$ cat src/rtl/playback_controller_pkg.sv
// Shared definitions for the playback controller and song_reader: FSM state
// encodings and the default song-select width.
package playback_controller_pkg;

  localparam int STATE_W        = 2;
  localparam int SONG_SEL_W_DEF = 2;

  typedef logic [STATE_W-1:0] state_t;

  localparam logic [1:0] ST_PAUSED       = 2'b00;
  localparam logic [1:0] ST_PLAYING      = 2'b01;
  localparam logic [1:0] ST_SWITCH_PAUSE = 2'b10;
  localparam logic [1:0] ST_SWITCH_PLAY  = 2'b11;

  // Both SWITCH_* encodings share the MSB, so it alone marks a song change.
  function automatic logic is_switch(input state_t st);
    return st[1];
  endfunction

endpackage

$ cat src/rtl/playback_controller_if.sv
// Button/done inputs and player control outputs of the playback controller.
interface playback_controller_if #(
  parameter int SEL_WIDTH = 2
);
  logic                 play_btn;
  logic                 next_btn;
  logic                 prev_btn;
  logic                 ff_btn;
  logic                 rw_btn;
  logic                 song_done;
  logic                 play;
  logic [SEL_WIDTH-1:0] song;
  logic                 reset_player;
  logic                 ff;
  logic                 rewind;

  modport master (
    output play_btn, next_btn, prev_btn, ff_btn, rw_btn, song_done,
    input  play, song, reset_player, ff, rewind
  );

  modport slave (
    input  play_btn, next_btn, prev_btn, ff_btn, rw_btn, song_done,
    output play, song, reset_player, ff, rewind
  );
endinterface

$ cat src/rtl/playback_controller_song_index_step.sv
// Modulo-NUM_SONGS increment/decrement of the song index, plus a flag that the
// current song is the last one in the given playback direction.
module song_index_step #(
  parameter int NUM_SONGS = 4,
  parameter int SEL_WIDTH = 2
) (
  input  logic [SEL_WIDTH-1:0] i_song,
  input  logic                 i_reverse,
  output logic [SEL_WIDTH-1:0] o_inc,
  output logic [SEL_WIDTH-1:0] o_dec,
  output logic                 o_last
);
  localparam logic [SEL_WIDTH-1:0] LAST_IDX = SEL_WIDTH'(NUM_SONGS - 1);

  logic w_at_first;
  logic w_at_last;

  assign w_at_first = (i_song == '0);
  assign w_at_last  = (i_song == LAST_IDX);

  assign o_inc  = w_at_last  ? '0       : i_song + SEL_WIDTH'(1);
  assign o_dec  = w_at_first ? LAST_IDX : i_song - SEL_WIDTH'(1);
  assign o_last = i_reverse  ? w_at_first : w_at_last;
endmodule

$ cat src/rtl/playback_controller.sv
// Playback sequencer: buttons and song_done drive play/song/ff/rewind controls.
// Build option PLAYLIST_LOOP_EN: automatic advance wraps past the last song.
module playback_controller
  import playback_controller_pkg::*;
#(
  parameter int NUM_SONGS = 4,
  parameter int SEL_WIDTH = SONG_SEL_W_DEF
) (
  input logic                 clk,
  input logic                 reset,
  playback_controller_if.slave bus
);
`ifdef PLAYLIST_LOOP_EN
  localparam bit STOP_AT_END = 1'b0;
`else
  localparam bit STOP_AT_END = 1'b1;
`endif

  state_t               r_state;
  logic [SEL_WIDTH-1:0] r_song;
  logic                 r_play;
  logic                 r_reset_player;
  logic                 r_ff;
  logic                 r_rewind;

  state_t               w_state_next;
  logic [SEL_WIDTH-1:0] w_song_next;
  logic                 w_mode_clear;
  logic [SEL_WIDTH-1:0] w_inc;
  logic [SEL_WIDTH-1:0] w_dec;
  logic                 w_last;

  song_index_step #(
    .NUM_SONGS (NUM_SONGS),
    .SEL_WIDTH (SEL_WIDTH)
  ) u_step (
    .i_song    (r_song),
    .i_reverse (r_rewind),
    .o_inc     (w_inc),
    .o_dec     (w_dec),
    .o_last    (w_last)
  );

  always_comb begin
    w_state_next = r_state;
    w_song_next  = r_song;
    w_mode_clear = 1'b0;
    case (r_state)
      ST_PAUSED: begin
        if (bus.next_btn) begin
          w_song_next  = w_inc;
          w_state_next = ST_SWITCH_PAUSE;
        end else if (bus.prev_btn) begin
          w_song_next  = w_dec;
          w_state_next = ST_SWITCH_PAUSE;
        end else if (bus.play_btn) begin
          w_state_next = ST_PLAYING;
        end
      end
      ST_PLAYING: begin
        if (bus.song_done) begin
          // End of playlist in the playing direction stops on song 0.
          if (STOP_AT_END && w_last) begin
            w_song_next  = '0;
            w_state_next = ST_SWITCH_PAUSE;
            w_mode_clear = 1'b1;
          end else begin
            w_song_next  = r_rewind ? w_dec : w_inc;
            w_state_next = ST_SWITCH_PLAY;
          end
        end else if (bus.next_btn) begin
          w_song_next  = w_inc;
          w_state_next = ST_SWITCH_PLAY;
        end else if (bus.prev_btn) begin
          w_song_next  = w_dec;
          w_state_next = ST_SWITCH_PLAY;
        end else if (bus.play_btn) begin
          w_state_next = ST_PAUSED;
        end
      end
      ST_SWITCH_PAUSE: w_state_next = ST_PAUSED;
      default:         w_state_next = ST_PLAYING;
    endcase
  end

  always_ff @(posedge clk) begin
    if (reset) begin
      r_state        <= ST_PAUSED;
      r_song         <= '0;
      r_play         <= 1'b0;
      r_reset_player <= 1'b0;
    end else begin
      r_state        <= w_state_next;
      r_song         <= w_song_next;
      r_play         <= (w_state_next == ST_PLAYING);
      r_reset_player <= is_switch(w_state_next);
    end
  end

  // Mode register runs in every state, SWITCH_* included.
  always_ff @(posedge clk) begin
    if (reset || w_mode_clear || (bus.ff_btn && bus.rw_btn)) begin
      r_ff     <= 1'b0;
      r_rewind <= 1'b0;
    end else if (bus.ff_btn) begin
      r_ff     <= ~r_ff;
      r_rewind <= 1'b0;
    end else if (bus.rw_btn) begin
      r_ff     <= 1'b0;
      r_rewind <= ~r_rewind;
    end
  end

  assign bus.play         = r_play;
  assign bus.song         = r_song;
  assign bus.reset_player = r_reset_player;
  assign bus.ff           = r_ff;
  assign bus.rewind       = r_rewind;
endmodule
$ cat src/flat_wrapper.sv
// flat-port wrapper written by rule: the top's interface ports become plain ports
module playback_controller_flat import playback_controller_pkg::*;
#(
  parameter int NUM_SONGS = 4,
  parameter int SEL_WIDTH = SONG_SEL_W_DEF
)
  (clk, reset, bus_play_btn, bus_next_btn, bus_prev_btn, bus_ff_btn, bus_rw_btn, bus_song_done, bus_play, bus_song, bus_reset_player, bus_ff, bus_rewind);
  playback_controller_if #(.SEL_WIDTH(SEL_WIDTH)) bus_i ();
  input logic clk;
  input logic reset;
  input wire logic [$bits(bus_i.play_btn)-1:0] bus_play_btn;
  input wire logic [$bits(bus_i.next_btn)-1:0] bus_next_btn;
  input wire logic [$bits(bus_i.prev_btn)-1:0] bus_prev_btn;
  input wire logic [$bits(bus_i.ff_btn)-1:0] bus_ff_btn;
  input wire logic [$bits(bus_i.rw_btn)-1:0] bus_rw_btn;
  input wire logic [$bits(bus_i.song_done)-1:0] bus_song_done;
  output wire logic [$bits(bus_i.play)-1:0] bus_play;
  output wire logic [$bits(bus_i.song)-1:0] bus_song;
  output wire logic [$bits(bus_i.reset_player)-1:0] bus_reset_player;
  output wire logic [$bits(bus_i.ff)-1:0] bus_ff;
  output wire logic [$bits(bus_i.rewind)-1:0] bus_rewind;
  assign bus_i.play_btn = bus_play_btn;
  assign bus_i.next_btn = bus_next_btn;
  assign bus_i.prev_btn = bus_prev_btn;
  assign bus_i.ff_btn = bus_ff_btn;
  assign bus_i.rw_btn = bus_rw_btn;
  assign bus_i.song_done = bus_song_done;
  assign bus_play = bus_i.play;
  assign bus_song = bus_i.song;
  assign bus_reset_player = bus_i.reset_player;
  assign bus_ff = bus_i.ff;
  assign bus_rewind = bus_i.rewind;
  playback_controller #(.NUM_SONGS(NUM_SONGS), .SEL_WIDTH(SEL_WIDTH)) u_core (.clk(clk), .reset(reset), .bus(bus_i));
endmodule
$ cat config.mk
export PLATFORM = sky130hd
export DESIGN_NAME = playback_controller_flat
export DESIGN_NICKNAME = d
export VERILOG_FILES = /design/src/rtl/playback_controller_pkg.sv /design/src/rtl/playback_controller_if.sv /design/src/rtl/playback_controller_song_index_step.sv /design/src/rtl/playback_controller.sv /design/src/flat_wrapper.sv
export SDC_FILE = /design/constraint.sdc
export NUM_CORES = 1
export LEC_CHECK = 0
export CORE_AREA = 2 2 39 41
export CTS_BUF_LIST = sky130_fd_sc_hd__clkbuf_4 sky130_fd_sc_hd__clkbuf_8
export DETAILED_ROUTE_END_ITERATION = 16
export DIE_AREA = 0 0 41 43
export SETUP_SLACK_MARGIN = 0.4
export SKIP_LAST_GASP = 1
export SLEW_MARGIN = 20
export SYNTH_ARGS = -nofsm -noshare
export SYNTH_HDL_FRONTEND = slang
export SYNTH_SLANG_ARGS = --single-unit
$ cat constraint.sdc
create_clock -name clk -period 1.5 [get_ports clk]
set_input_delay 0.225 -clock clk [delete_from_list [all_inputs] [get_ports clk]]
set_output_delay 0.225 -clock clk [all_outputs]
set_load 0.03 [all_outputs]
# Yosys cells after proc, flatten, opt, wreduce, memory -nomap -nowiden
# Cells that the tools add are included.
[totals]
register_bits = 8
inputBits = 8
output_inout_bits = 6
[op_classes]
add_sub_neg = 2
n_eq_ne = 4
n_mux = 23
bitwise = 2
n_reduce_logical = 8
[ops]
columns = ["op", "n"]
rows = [
  ["$mux W2", 14],
  ["$mux W1", 7],
  ["$pmux W2 S3", 1],
  ["$eq A2 B1 Y1 const B", 2],
  ["$eq A2 B2 Y1 const B", 2],
  ["$logic_not A2 Y1", 2],
  ["$pmux W2 S2", 1],
  ["$reduce_bool A2 Y1", 2],
  ["$add A2 B1 Y2 const B", 1],
  ["$logic_or A1 B1 Y1", 2],
  ["$not A1 Y1", 2],
  ["$reduce_or A2 Y1", 1],
  ["$sub A2 B1 Y2 const B", 1],
  ["$logic_and A1 B1 Y1", 1],
]

# Logic depth before layout (Yosys ltp)
# Gate-level depths: netlist of run 1.
[depth]
ltp_word = 8
ltp_mapped = 5
mapped_depth_nobuf = 5

# Modules after synthesis
# A second synthesis of run 1 with hierarchy kept.
[hier_totals]
hier_cells = 45
hier_area_um2 = 425.4
[modules_own_cells]
columns = ["mod", "instances", "cells_per_inst", "area_per_inst_um2"]
rows = [
  ["playback_controller", 1, 37, 364.1],
  ["song_index_step", 1, 8, 61.3],
]

# Worst setup path after synthesis of run 1
# Ideal clock, no wire load.
[synth_timing]
kind = "reg-to-reg"
startpoint = "register u_core.r_song[0], in the netlist u_core.bus.song[0]"
endpoint = "register u_core.r_song[1], in the netlist u_core.bus.song[1]"
arrival_time_ns = 1.607
t_required_ns = 1.408
slack_ns = -0.199
path_stages_with_launch = 6
path_buffers = 0
period_less_slack_ns = 1.699
cell_sequence = "dfxtp_1 > inv_1 > ha_1 > and2_1 > o311a_1 > o32ai_1"
[synth_between]
elab_chain_len = 6
word_cells_on_any_way = 13
cone_classes = "add/sub: 2; eq/ne: 1; mux: 9; reduce/logical: 1"
[synth_rtl]
columns = ["element", "line", "source"]
rows = [
  ["start: declaration", "playback_controller.sv:20", "logic [SEL_WIDTH-1:0] r_song;"],
  ["start signal: assignment", "playback_controller.sv:94", "r_song <= w_song_next;"],
  ["$sub A2 B1 Y2, or another cell as far along", "playback_controller_song_index_step.sv:22", "assign o_dec = w_at_first ? LAST_IDX : i_song - SEL_WIDTH'(1);"],
  ["$mux W2 (on tied branches)", "playback_controller_song_index_step.sv:22, playback_controller_song_index_step.sv:21", ""],
  ["$mux W2 (on tied branches)", "playback_controller.sv:53, playback_controller.sv:74, playback_controller.sv:68", ""],
  ["$mux W2 (on tied branches)", "playback_controller.sv:71, playback_controller.sv:63", ""],
  ["$mux W2", "playback_controller.sv:61", "if (bus.song_done) begin"],
  ["$pmux W2 S2 *", "playback_controller.sv:48", "case (r_state)"],
]
# Mark *: on every way between the ends. The rest lies on a longest branch, timed or not.
# A chain may end at the register's enable or synchronous reset.

# Worst setup path in the final report of run 1
[layout_timing]
startpoint = "register u_core.r_song[1], in the netlist u_core.bus.song[1]"
endpoint = "register u_core.r_song[1], in the netlist u_core.bus.song[1]"
# Same word-level chain as after synthesis.

==> results of run 1 <==
## metrics by stage
step	setup WS (ns)	util, %	cell area [um2]	TNS, ns	total power, W
final	0.106	51.5	713	0	0.000669
after global routing	0.0671	51.5	713	0	0.000709
after CTS	0.0937	50.2	694	0	0.000653
after detailed placement	-0.0735	46.1	638	-0.144	0.000434
after global placement	-0.0715	46.1	638	-0.167	0.000433
after floorplan	0.0791	-	472	0	0.000361
## worst reg2reg max path, delay by kind of cell, from the launching register on
kind / cells / cell delay [ns]
AOI/OAI and AO/OA: 2 / 0.39
adders and majority gates: 1 / 0.26
xor gates and xnor gates: 1 / 0.15
DFF: 1 / 0.36
buffers and inverters: 2 / 0.13
## timing repair
| action | CTS | global route |
|---|---|---|
| setup buffers | 4 | 2 |
| gates resized for setup | 31 | 11 |
| pin swaps | 2 | 4 |
| endpoints found under the setup margin | 12 | 10 |
## worst min-delay path by stage
stage	startpoint	to	slack, ns	cells after the start
2_1_floorplan	reset	u_core.bus.song[0]	0.28	1
3_3_place_gp	u_core.r_state[1]	u_core.r_state[1]	0.51	1
3_5_place_dp	u_core.r_state[1]	u_core.r_state[1]	0.50	1
4_1_cts	u_core.r_state[1]	u_core.r_state[1]	0.51	1
5_1_grt	u_core.r_state[1]	u_core.r_state[1]	0.53	1
6_report	u_core.r_state[1]	u_core.r_state[1]	0.52	1
## kinds of logic (layout without fill, tap and decap cells)
| logic type | Yosys count | after routing | share of synthesized area, % |
|---|---|---|---|
| simple gates | 17 | 17 | 20.8 |
| compound gates | 12 | 12 | 23.5 |
| xor+xnor | 3 | 3 | 6.25 |
| flops | 7 | 7 | 33.3 |
| buf+inv | 5 | 31 | 4.46 |
| fa+ha+maj | 2 | 2 | 5.95 |
| mux | 2 | 2 | 5.65 |
## sequential cells by signal (all words and copies together), names as in the netlist
register	cells
u_core.bus.song	2
u_core.bus.play	1
u_core.r_state	2
u_core.bus.ff	1
u_core.bus.rewind	1
## layer usage
metal | up-vias | global-route usage [%] | routed length [um]
met5 | - | 0 | 0
met4 | 0 | 2.00 | 0
met1 | 196 | 17.6 | 493
li1 | 226 | - | -
met2 | 9 | 19.1 | 523
met3 | 0 | 4.71 | 52
## power breakdown
group | internal (W) | leakage, nW | switching [W]
Clock | 0.000120 | 0.0184 | 0.0000697
Combinational | 0.000140 | 0.216 | 0.000111
Sequential | 0.000204 | 0.0598 | 0.0000237
Total | 0.000464 | 0.294 | 0.000204
## layout make-up
class	count	area [um2]	area share (%)
Multi-Input combinational cell	36	305	42.8
Clock buffer	4	30.0	4.21
Tap cell	16	20.0	2.81
Timing Repair Buffer	23	188	26.3
Sequential cell	7	153	21.4
Inverter	4	17.5	2.46
## layout by cell type (no fill, tap or decap)
cell type         n
a21oi_1           2
mux2i_1           1
o311a_1           1
xor2_1            1
buf_6             2
ha_4              1
dfxtp_4           3
inv_2             1
a22oi_2           1
nor2_1            2
buf_2             3
a211oi_2          1
a2111oi_2         1
nor3_1            4
buf_4            11
nor2b_1           1
mux2i_4           1
o211ai_1          1
dfxtp_1           3
ha_1              1
or2_4             1
and2_1            1
xnor2_1           2
o21ai_0           1
o31ai_2           1
o21a_1            2
clkbuf_4          4
inv_1             2
inv_4             1
o32ai_2           1
dlygate4sd2_1     2
and2_4            1
or3b_1            1
nand2_1           5
clkdlybuf4s50_1   5
dfxtp_2           1
nand3b_1          1
==> impl_metrics.py, run 1 <==
metrics = {
    "worst_setup_path": {
        "max_stage_delay_ns": 0.36,
        "timing.rr.start": "u_core.bus.song[1]",
        "cp-endpoint": "u_core.bus.song[1]",
        "reg2regPathDepth": 6,
        "crit_buf_inv": 2,
        "cp_num_cells": 6,
        "worstReg2RegEnd": "u_core.bus.song[1]",
        "critical_path.endpoint_type": "flop",
        "critPathLaunch": "u_core.bus.song[1]",
        "cp.required_ns": 1.65,
        "cp.arrival_ns": 1.55,
        "path_max_fanout": 3,
        "cp-start-kind": "flop",
        "reg2reg_slack_ns": 0.11,
        "cpMaxStageDelayCell": "dfxtp_4",
        "worstSetupPathType": "flop to flop",
        "cpLargestDelayFamily": "compound AO/OA/AOI/OAI gates",
        "cp_cell_sequence": "inv_2 > ha_4 > buf_6 > xor2_1 > o211ai_1 > o32ai_2",
    },
    "timing": {
        "relSlewSlack_pct": 83.2,
        "max_freq_mhz": 717,
        "hold_viol": 0,
        "slew_viol_final": 0,
        "final-setup-viol-count": 0,
        "skew_ns": 0.00727,
        "holdWs_ns": 0.516,
        "tightest_slew_ns": 0.250,
        "final.min_clock_period_ns": 1.39,
        "rsz0062_at_grt": "true",
        "min_period_over_period_pct": 93.0,
    },
    "min_path": {
        "hp-class": "flop to flop",
    },
    "placed_design": {
        "dp_hpwl_um": 792,
        "place_congestion": 0.747,
        "port_buffers": 13,
        "place_inst": 80,
    },
    "detailed_routing": {
        "first_pass_iters": 2,
        "vias": 431,
        "avgRoutedWirePerCell_um": 11.9,
        "wl_um": 1070,
        "viasPerCell": 4.79,
        "drc": 0,
        "drt_iter0_markers": 3,
        "postRouteAntennaNets": 0,
    },
    "power": {
        "p_leak_nw": 0.294,
        "peakVddDrop_v": 0.000426,
        "power_density_mw_per_mm2": 938,
    },
    "synthesis": {
        "synthFlopType": "dfxtp_1",
        "syn_area_um2": 420,
        "synth_area_leaders": "dfxtp_1 (33%), ha_1 (6.0%), nor3_1 (4.8%)",
        "ys_types": 26,
        "ys_ff_latch": 7,
        "synth_common_cells": "dfxtp_1 (7), nand2_1 (5), inv_1 (4), nor3_1 (4)",
        "syn_nets": 58,
        "yosysWarnings": 0,
        "yosysMostFrequentCell": "dfxtp_1",
        "ys_async_sr_fraction_pct": 0,
        "avgSynthCellArea_um2": 8.76,
        "yosysTopAreaCellShare_pct": 33.3,
        "yosysSeqAreaShare_pct": 33.3,
        "synthCells": 48,
        "synth_edf_count": 0,
        "yosys.area.top_type": "dfxtp_1",
    },
    "die": {
        "die_w_um": 41,
        "pin_count": 14,
        "dieArea_mm2": 0.00176,
        "start_util_pct": 30.4,
        "dieHeight_um": 43,
        "core_area_mm2": 0.00138,
        "row_count": 14,
    },
    "clocking": {
        "cts_htree_levels": 1,
        "cts_made_buffers": 3,
        "clock_latency_ns": 0.25,
        "clock-root-buffer": "clkbuf_4",
        "clock_sinks": 7,
        "cts_tree": "done",
        "path_clk_slew_ns": 0.06,
        "hold_buffers": 0,
        "clockBufferDepth": 2,
    },
    "finish": {
        "fin_cells": 90,
        "final.fill_count": 142,
        "nets": 85,
        "area_growth_pct": 69.6,
        "final_layout_size_suffix_gt1_share_pct": 47.3,
        "diodes": 0,
    },
    "global_route": {
        "grt_max_degree": 12,
        "antenna_found_initial": 0,
        "grt_remaining_overflow": 0,
        "grt_pass1_vias": 370,
        "grt_use_total_pct": 12.8,
        "grt_pass1_wl_um": 1520,
    },
    "job": {
        "cap_violations": 0,
    },
    "status": {
        "status": "completed",
    },
}
(Power assumes the default switching activity.)
==> run 2, diff against run 1 <==
- SETUP_SLACK_MARGIN: 0.4 -> unset
==> run 2 against run 1 <==
Net effect:
- cell count decreased by 4.4%
- combinational power decreased by 19%
- via count fell by 2.1%
- clock skew fell by 0.0052 ns
- maximum frequency fell by 2.0%
- setup slack got worse by 0.029 ns
- die area unchanged
- design area is 6.5% lower
- clock-buffer cell count is the same
- sequential power fell by 4%
- utilization shrank 3.3 points
- critical path type is now flop to primary output
- critical endpoint is now bus_play
==> impl_metrics.py, run 2 (synthesis gave the netlist of run 1 again) <==
metrics = {
    "worst_setup_path": {
        "crit_buf_inv": 1,
        "max_stage_delay_ns": 0.65,
        "cpLargestDelayFamily": "buffers and inverters",
        "critPathLaunch": "u_core.bus.play",
        "timing.rr.start": "u_core.bus.song[1]",
        "cp-start-kind": "flop",
        "cp.arrival_ns": 1.20,
        "path_max_fanout": 1,
        "worstSetupPathType": "flop to primary output",
        "reg2reg_slack_ns": 0.11,
        "critical_path.endpoint_type": "primary output",
        "cp_cell_sequence": "clkdlybuf4s50_1",
        "cp.required_ns": 1.27,
        "cpMaxStageDelayCell": "clkdlybuf4s50_1",
    },
    "finish": {
        "ff_latch_area_um2": 148,
        "area_growth_pct": 58.6,
        "final_cell_mix": "clkdlybuf4s50_1 (8), buf_4 (6), nand2_1 (5), dfxtp_1 (5)",
        "design_area_um2": 667,
        "final_common_cell": "clkdlybuf4s50_1",
        "fin_cells": 86,
        "final_core_util_pct": 48.2,
        "final_layout_size_suffix_gt1_share_pct": 27.1,
        "multi_input_area_um2": 274,
        "nets": 81,
        "final.fill_count": 145,
        "diodes": 0,
    },
    "detailed_routing": {
        "first_pass_iters": 4,
        "vias": 422,
        "drc": 0,
        "avgRoutedWirePerCell_um": 10.3,
        "viasPerCell": 4.91,
        "postRouteAntennaNets": 0,
        "drt_iter0_markers": 12,
        "wl_um": 890,
    },
    "clocking": {
        "post_cts_buffers": 0,
        "hold_buffers": 0,
        "path_clk_slew_ns": 0.05,
        "clock-root-buffer": "clkbuf_4",
        "cts_htree_levels": 1,
        "clock_latency_ns": 0.24,
        "clock_sinks": 7,
        "cts_made_buffers": 3,
        "clockBufferDepth": 2,
        "cts-resized-gates": 2,
        "cts_tree": "done",
    },
    "power": {
        "p_leak_nw": 0.305,
        "p_seq_share_pct": 36.1,
        "power_switching_share_pct": 29.4,
        "power_density_mw_per_mm2": 913,
        "p_int_w": 0.000430,
        "power_frac_clock_pct": 30.6,
        "switchingPower_w": 0.000179,
        "peakVddDrop_v": 0.000441,
        "combPwrFrac_pct": 33.3,
    },
    "die": {
        "start_util_pct": 30.4,
        "pin_count": 14,
        "dieArea_mm2": 0.00176,
        "die_w_um": 41,
        "row_count": 14,
        "dieHeight_um": 43,
        "core_area_mm2": 0.00138,
    },
    "placed_design": {
        "place_inst": 82,
        "place_area_um2": 632,
        "dp_hpwl_um": 714,
        "port_buffers": 13,
        "place_congestion": 0.687,
    },
    "global_route": {
        "grt_remaining_overflow": 0,
        "grt_use_total_pct": 11.9,
        "grt_pass1_vias": 373,
        "grt_max_degree": 11,
        "antenna_found_initial": 0,
        "grt_pass1_wl_um": 1400,
    },
    "timing": {
        "final.min_clock_period_ns": 1.42,
        "tightest_slew_ns": 0.329,
        "max_freq_mhz": 703,
        "hold_viol": 0,
        "relSlewSlack_pct": 77.9,
        "rsz0062_at_grt": "false",
        "skew_ns": 0.00206,
        "min_period_over_period_pct": 94.9,
        "final-setup-viol-count": 0,
        "holdWs_ns": 0.519,
        "slew_viol_final": 0,
    },
    "min_path": {
        "hold_start": "u_core.bus.song[1]",
        "hp-class": "flop to flop",
    },
    "job": {
        "cap_violations": 0,
    },
    "status": {
        "status": "completed",
    },
}
## run 2: cell count changes in the layout (fill, tap and decap cells not counted), moves of 2 or more
| cell | before | now |
|---|---|---|
| dlymetal6s2s_1 | 0 | 3 |
| buf_4 | 11 | 6 |
| dfxtp_1 | 3 | 5 |
| clkdlybuf4s50_1 | 5 | 8 |
| buf_6 | 2 | 0 |
| buf_2 | 3 | 0 |
## run 2: final cells by class
type | count | area share (%)
tap | 16 | 3.00
inverter | 4 | 2.25
clock buffer | 4 | 4.50
multi-input combinational | 36 | 41.1
timing repair buffer | 19 | 27.0
sequential | 7 | 22.1
## run 2: power by group through the flow
| stage | Clock (W) | Combinational (W) | Sequential (W) |
|---|---|---|---|
| global route | 0.000207 | 0.000223 | 0.000222 |
| CTS | 0.000194 | 0.000206 | 0.000220 |
| floorplan | 0 | 0.0000946 | 0.000249 |
| finish | 0.000187 | 0.000203 | 0.000220 |
| detailed placement | 0 | 0.000209 | 0.000224 |
| global placement | 0 | 0.000209 | 0.000223 |
## run 2: worst paths after layout
| kind | endpoint | cells past startpoint |
|---|---|---|
| setup / recovery | bus_play | 1 |
| hold / removal | u_core.bus.song[1] | 2 |
| setup reg to reg | u_core.bus.song[1] | 5 |
| hold reg to reg | u_core.bus.song[1] | 2 |
## run 2: stage by stage
stage          setup TNS, ns  power (W)  worst slack, ns
3_5_place_dp          -0.159   0.000433          -0.0685
6_report                   0   0.000609           0.0766
5_1_grt                    0   0.000652           0.0335
4_1_cts                    0   0.000620          0.00303
2_1_floorplan              0   0.000344           0.0667
3_3_place_gp          -0.148   0.000433          -0.0662
## run 2: metal layers
metal / GRT usage, % / vias up / wire (um)
met3: 3.14 / 2 / 62
met5: 0 / - / 0
met2: 16.3 / 13 / 375
met4: 8.00 / 0 / 20
li1: - / 217 / -
met1: 15.6 / 190 / 432
==> run 3, diff against run 2 <==
- SLEW_MARGIN: 20 -> 0
==> results of run 3 <==
Final layout, timing and power as in run 2 (identical DEF).
